===== src/rtl/rename_reg_file_pkg.sv =====
// Shared widths and rename-state types for the architectural register file
// and its per-source lookup logic.
package rename_reg_file_pkg;

    localparam int REG_NUM_BIT   = 5;
    localparam int ROB_WIDTH_BIT = 5;
    localparam int NUM_REGS      = 1 << REG_NUM_BIT;

    typedef logic [REG_NUM_BIT-1:0]   reg_id_t;
    typedef logic [ROB_WIDTH_BIT-1:0] rob_id_t;

    // Rename state of one architectural register.
    typedef struct packed {
        logic    busy;
        rob_id_t tag;
    } rename_t;

endpackage


===== src/rtl/reg_src_lookup.sv =====
// Priority lookup for one decoder source: x0, then commit bypass,
// then the in-flight ROB entry, then the committed register value.
module reg_src_lookup
    import rename_reg_file_pkg::*;
(
    input  logic [REG_NUM_BIT-1:0]   rs_id,
    input  logic                     busy,
    input  logic [ROB_WIDTH_BIT-1:0] tag,
    input  logic [31:0]              value,
    input  logic [REG_NUM_BIT-1:0]   commit_reg_id,
    input  logic [ROB_WIDTH_BIT-1:0] commit_rob_id,
    input  logic [31:0]              commit_val,
    input  logic                     rob_ready,
    input  logic [31:0]              rob_val,
    output logic                     ready,
    output logic [31:0]              val,
    output logic [ROB_WIDTH_BIT-1:0] dep,
    output logic [ROB_WIDTH_BIT-1:0] rob_id
);

    always_comb begin
        // NOTE: every output gets a default before any branch so no path
        // leaves a variable unassigned and infers a latch.
        ready  = 1'b1;
        val    = value;
        dep    = '0;
        rob_id = '0;
        if (rs_id == '0) begin
            val = '0;
        end else if (busy) begin
            dep    = tag;
            rob_id = tag;
            if (commit_reg_id == rs_id && commit_rob_id == tag) begin
                val = commit_val;
            end else begin
                ready = rob_ready;
                val   = rob_val;
            end
        end
    end

endmodule


===== src/rtl/rename_reg_file.sv =====
// Architectural register file with rename tags: commits from the ROB head,
// renames from the ROB tail, flush on mispredict, two combinational lookups.
module rename_reg_file
    import rename_reg_file_pkg::*;
(
    input  logic                     clk_in,
    input  logic                     rst_n_in,
    input  logic                     rdy_in,
    input  logic                     clear_in,
    input  logic [REG_NUM_BIT-1:0]   commit_reg_id,
    input  logic [31:0]              commit_val,
    input  logic [ROB_WIDTH_BIT-1:0] commit_rob_id,
    input  logic [REG_NUM_BIT-1:0]   new_reg_id,
    input  logic [ROB_WIDTH_BIT-1:0] new_rob_id,
    input  logic [REG_NUM_BIT-1:0]   rs1_id,
    input  logic [REG_NUM_BIT-1:0]   rs2_id,
    output logic                     rs1_ready,
    output logic                     rs2_ready,
    output logic [31:0]              rs1_val,
    output logic [31:0]              rs2_val,
    output logic [ROB_WIDTH_BIT-1:0] rs1_dep,
    output logic [ROB_WIDTH_BIT-1:0] rs2_dep,
    output logic [ROB_WIDTH_BIT-1:0] rob_rs1_id,
    output logic [ROB_WIDTH_BIT-1:0] rob_rs2_id,
    input  logic                     rob_rs1_ready,
    input  logic                     rob_rs2_ready,
    input  logic [31:0]              rob_rs1_val,
    input  logic [31:0]              rob_rs2_val
);

    // Entry 0 is reset to zero and never loaded, so x0 reads as a constant.
    logic [31:0] value_q  [NUM_REGS];
    rename_t     rename_q [NUM_REGS];

    logic commit_en;
    logic rename_en;
    logic commit_retires;

    assign commit_en      = (commit_reg_id != '0);
    assign rename_en      = (new_reg_id != '0);
    assign commit_retires = commit_en && rename_q[commit_reg_id].busy
                            && (rename_q[commit_reg_id].tag == commit_rob_id);

    always_ff @(posedge clk_in or negedge rst_n_in) begin
        if (!rst_n_in) begin
            // NOTE: this array is architectural state that must read as zero
            // after reset, so unlike a plain RAM every entry is reset here.
            for (int r = 0; r < NUM_REGS; r++) begin
                value_q[r]  <= '0;
                rename_q[r] <= '0;
            end
        end else if (rdy_in) begin
            if (commit_en) begin
                value_q[commit_reg_id] <= commit_val;
            end
            if (clear_in) begin
                for (int r = 0; r < NUM_REGS; r++) begin
                    rename_q[r] <= '0;
                end
            end else begin
                if (commit_retires) begin
                    rename_q[commit_reg_id].busy <= 1'b0;
                end
                // NOTE: non-blocking updates to the same element resolve to the
                // last one written, so a same-register rename beats the retire.
                if (rename_en) begin
                    rename_q[new_reg_id].busy <= 1'b1;
                    rename_q[new_reg_id].tag  <= new_rob_id;
                end
            end
        end
    end

    reg_src_lookup u_rs1 (
        .rs_id         (rs1_id),
        .busy          (rename_q[rs1_id].busy),
        .tag           (rename_q[rs1_id].tag),
        .value         (value_q[rs1_id]),
        .commit_reg_id (commit_reg_id),
        .commit_rob_id (commit_rob_id),
        .commit_val    (commit_val),
        .rob_ready     (rob_rs1_ready),
        .rob_val       (rob_rs1_val),
        .ready         (rs1_ready),
        .val           (rs1_val),
        .dep           (rs1_dep),
        .rob_id        (rob_rs1_id)
    );

    reg_src_lookup u_rs2 (
        .rs_id         (rs2_id),
        .busy          (rename_q[rs2_id].busy),
        .tag           (rename_q[rs2_id].tag),
        .value         (value_q[rs2_id]),
        .commit_reg_id (commit_reg_id),
        .commit_rob_id (commit_rob_id),
        .commit_val    (commit_val),
        .rob_ready     (rob_rs2_ready),
        .rob_val       (rob_rs2_val),
        .ready         (rs2_ready),
        .val           (rs2_val),
        .dep           (rs2_dep),
        .rob_id        (rob_rs2_id)
    );

endmodule


===== config.mk =====
export PLATFORM = sky130hd
export DESIGN_NAME = rename_reg_file
export DESIGN_NICKNAME = d
export VERILOG_FILES = /design/src/rtl/rename_reg_file_pkg.sv /design/src/rtl/reg_src_lookup.sv /design/src/rtl/rename_reg_file.sv
export SDC_FILE = /design/constraint.sdc
export NUM_CORES = 2
export LEC_CHECK = 0
export CAP_MARGIN = 5
export CORE_UTILIZATION = 49
export CTS_CLUSTER_SIZE = 28
export DETAILED_ROUTE_END_ITERATION = 7
export PLACE_DENSITY = 0.66
export RECOVER_POWER = 25
export SYNTH_ARGS = -nofsm -noshare
export SYNTH_HDL_FRONTEND = slang
export SYNTH_SLANG_ARGS = --single-unit

===== constraint.sdc =====
create_clock -name clk_in -period 9 [get_ports clk_in]
set_input_delay 1.8 -clock clk_in [delete_from_list [all_inputs] [get_ports clk_in]]
set_output_delay 1.8 -clock clk_in [all_outputs]
set_load 0.02 [all_outputs]

==> reports/qor.yml <==
num_rows: 136
route.vias.total: 45781
regToRegStartpoint: "rename_q[51]"
final-max-slew-violation-count: 555
post_route_cells_drive_above_1_share: 0.449
hold_violations: 0
ys_async_sr_fraction: 1.00
cells_after_synthesis: 4821
vertical_extent_of_the_die_um: 376
timing_worst_slew_pin_value_ns: 5.59
wl_per_cell_um: 31.9
clock_path_buffers: 3
timing.critical_path.to: "rs2_val[10]"
place_congestion: 0.919
register_area_mm2: 0.0304
drv.max_cap_violation_count: 6
area_growth_pct: 12.2
setup_ws_ns: 1.04
cts.repair.resized: 0
critPathLaunchType: "input port"
yosys_most_used_dff: "dfrtp_1"
postCtsHoldBufs: 0
worst_ir_drop_vdd_mv: 0.192
grt_max_degree: 178
setup_viol_count_final: 0
grt.total_usage: 0.309
timing.critical_path.slowest_cell_delay_ns: 0.84
nets: 4880
placedCellCount: 6472
first_pass_iters: 6
initial_antenna_violation_count: 3
cp-end-kind: "primary output"
ctsHtreeMaxLevel: 4
netlist.area_leader.share: 0.445
synthDistinctLibCells: 58
synth_area_leaders: "dfrtp_1 44%, mux4_2 25%, mux2_2 17%"
design.die.area_mm2: 0.141
post_cts.repair.setup_buffers: 0
ys_seq_elements: 1216
hold_path.class: "reg -> reg"
numClockSinks: 1216
p_leak_nw: 31.5
ioPinCount: 218
p_sw_frac: 0.280
worst-path-max-fanout: 59
setup_tns_ns: 0
synth_sequential_area_ratio: 0.445
clock_latency_of_the_later_clocked_register_in_the_worst_skew_pair_ns: 0.79
ys.warnings.count: 0
r2r_cells: 9
wl_um: 214000
layout_min_cycle_time_ns: 7.96
worstSetupStartpoint: "rs2_id[1]"
critical_path.cell_chain: "buf_8 > buf_4 > nor2_1 > nand2_1 > o2111a_1 > a211oi_1 > xnor2_1 > nand3_4 > o41a_1 > a21oi_1 > clkdlybuf4s50_1"
worst-endpoint-required_ns: 7.20
worstHoldStart: "value_q[1005]"
status: "finished with violations"
worst_setup_hold_path_clk_slew_ns: 0.06
wire_length_of_the_first_global_routing_pass_um: 320000
synth_area_mm2: 0.0684
coreArea_mm2: 0.138
yosys-top-cells-count: "1216 x dfrtp_1, 1004 x mux2_2, 774 x mux4_2"
hpwl_um: 125000
cts_tree: "done"
combinationalPowerShare: 0.221
post-synth-top-count-cell: "dfrtp_1"
layoutNonFillerInstCount: 6726
crit_cells: 11
synth_enable_flop_cells: 0
detail_route.drc_violations: 0
clock_skew_ns: 0.0155
cpMaxStageDelayCell: "buf_4"
grt_remaining_overflow: 0
slew-limit-headroom: -2.73
syn-num-nets: 4953
finalCritPeriodShare: 0.884
p_sw_mw: 4.64
drt_iter0_drc: 5048
die_w_um: 376
reg2reg_slack_ns: 5.71
numCtsBuffers: 136
synthesis.area_per_instance_um2: 14.2
via_count_of_the_first_global_routing_pass: 46606
seq_power_share: 0.425
intPower_mw: 11.9
timing_worst_setup_path_type: "in -> out"
failing_checks: "max-capacitance violations, max-slew violations"
drtAntennaViolNets: 0
io_buffers: 217
power.total_mw: 16.6
pwr-share-clk: 0.355
rsz0062_at_grt: "false"
clock-root-buffer: "clkbuf_16"
power_density_mw_per_mm2: 216
critical_path_buffers_and_inverters: 3
n_fill_cell: 11066
pre_cts_slack_ns: 1.12
rr_endpoint: "rename_q[125]"
critPathTopFamily: "buffers and inverters"
arrival_ns: 6.16
multi_input_comb_area_mm2: 0.0361
yosysTopAreaCell: "dfrtp_1"
fmax_ghz: 0.126
detail_route.vias_per_cell: 6.81
starting_utilization_of_the_core_area: 0.496
-- area by class of cell --
| type | count | share of cell area |
|---|---|---|
| multi-input cells | 3051 | 0.470 |
| repair buffers | 330 | 0.0413 |
| clock inverters | 66 | 0.0107 |
| diodes | 2 | 0.0000652 |
| flip-flops and latches | 1216 | 0.396 |
| well taps | 1863 | 0.0304 |
| inverters | 13 | 0.000701 |
| clock buffers | 185 | 0.0510 |
-- flip-flops by register name (all words and copies together) (netlist names) --
register,cells
value_q,1024
rename_q,192
-- power groups by stage --
stage          logic [mW]  clock network, mW  registers (mW)
2_1_floorplan        2.65                  0            6.88
3_3_place_gp         3.59                  0            7.04
3_5_place_dp         3.65                  0            7.11
4_1_cts              3.67               5.95            7.02
5_1_grt              3.89               6.17            7.17
6_report             3.66               5.88            7.05
-- kinds of logic after synthesis --
logic type / after synthesis / share of synthesized area
multiplexers: 1875 / 0.434
flip-flops: 1216 / 0.445
AND/OR/NAND/NOR: 670 / 0.0437
buffers and inverters: 554 / 0.0331
AO/OA/AOI/OAI: 485 / 0.0416
XOR/XNOR: 21 / 0.00280
-- cells in the final DEF (no fill, tap or decap), types with 6 or more instances in the layout --
master,n
buf_4,96
o2bb2ai_1,13
nor3_1,9
o41a_1,32
nand3_4,6
clkbuf_8,31
bufinv_16,13
nor2_1,247
a22oi_1,11
clkdlybuf4s50_1,204
inv_1,7
nor2_4,25
mux2i_1,96
nor2b_1,10
nor4_1,18
clkinv_8,6
buf_12,12
nand2_1,142
mux4_2,774
or3_1,6
clkbuf_1,21
nor3b_1,6
xor2_1,6
mux2_2,1004
xnor2_1,14
inv_6,7
nand3b_1,8
nand3_1,150
nand2b_1,8
and2_1,9
clkbuf_16,137
buf_8,6
o21ai_0,275
clkinv_2,29
dfrtp_1,1216
a21oi_1,110
-- through the flow --
step	instance area (um2)	hold slack (ns)	utilization
2_1_floorplan	68400	0.441	-
3_3_place_gp	72100	0.376	0.522
3_5_place_dp	72100	0.384	0.522
4_1_cts	76800	0.396	0.557
5_1_grt	76800	0.403	0.556
6_report	76800	0.393	0.556
-- worst register-to-register path, stage by stage (launching register included) --
cell	delay, ns
dfrtp_1	0.43
mux4_2	0.51
mux2i_1	0.19
a22o_1	0.15
a221oi_1	0.06
xnor2_1	0.24
nand4_1	0.12
buf_4	0.25
nor4_2	1.01
a21oi_1	0.16
-- layer usage --
metal  up-vias  GRT usage  routed length [um]
met2      2267      0.480              101000
met4         2      0.111                7850
li1      18451          -                   -
met3       466     0.0702               18700
met5         -          0                  13
met1     24595      0.427               86500
-- how the worst min path moves through the flow --
| stage | endpoint | slack, ns | cells past startpoint |
|---|---|---|---|
| detailed placement | value_q[1001] | 0.38 | 0 |
| finish | value_q[1005] | 0.39 | 0 |
| floorplan | value_q[1000] | 0.44 | 1 |
| global placement | value_q[1016] | 0.38 | 0 |
| global route | value_q[1016] | 0.40 | 0 |
| CTS | value_q[1017] | 0.40 | 0 |
Note: power is estimated with default switching activity, not from simulation.
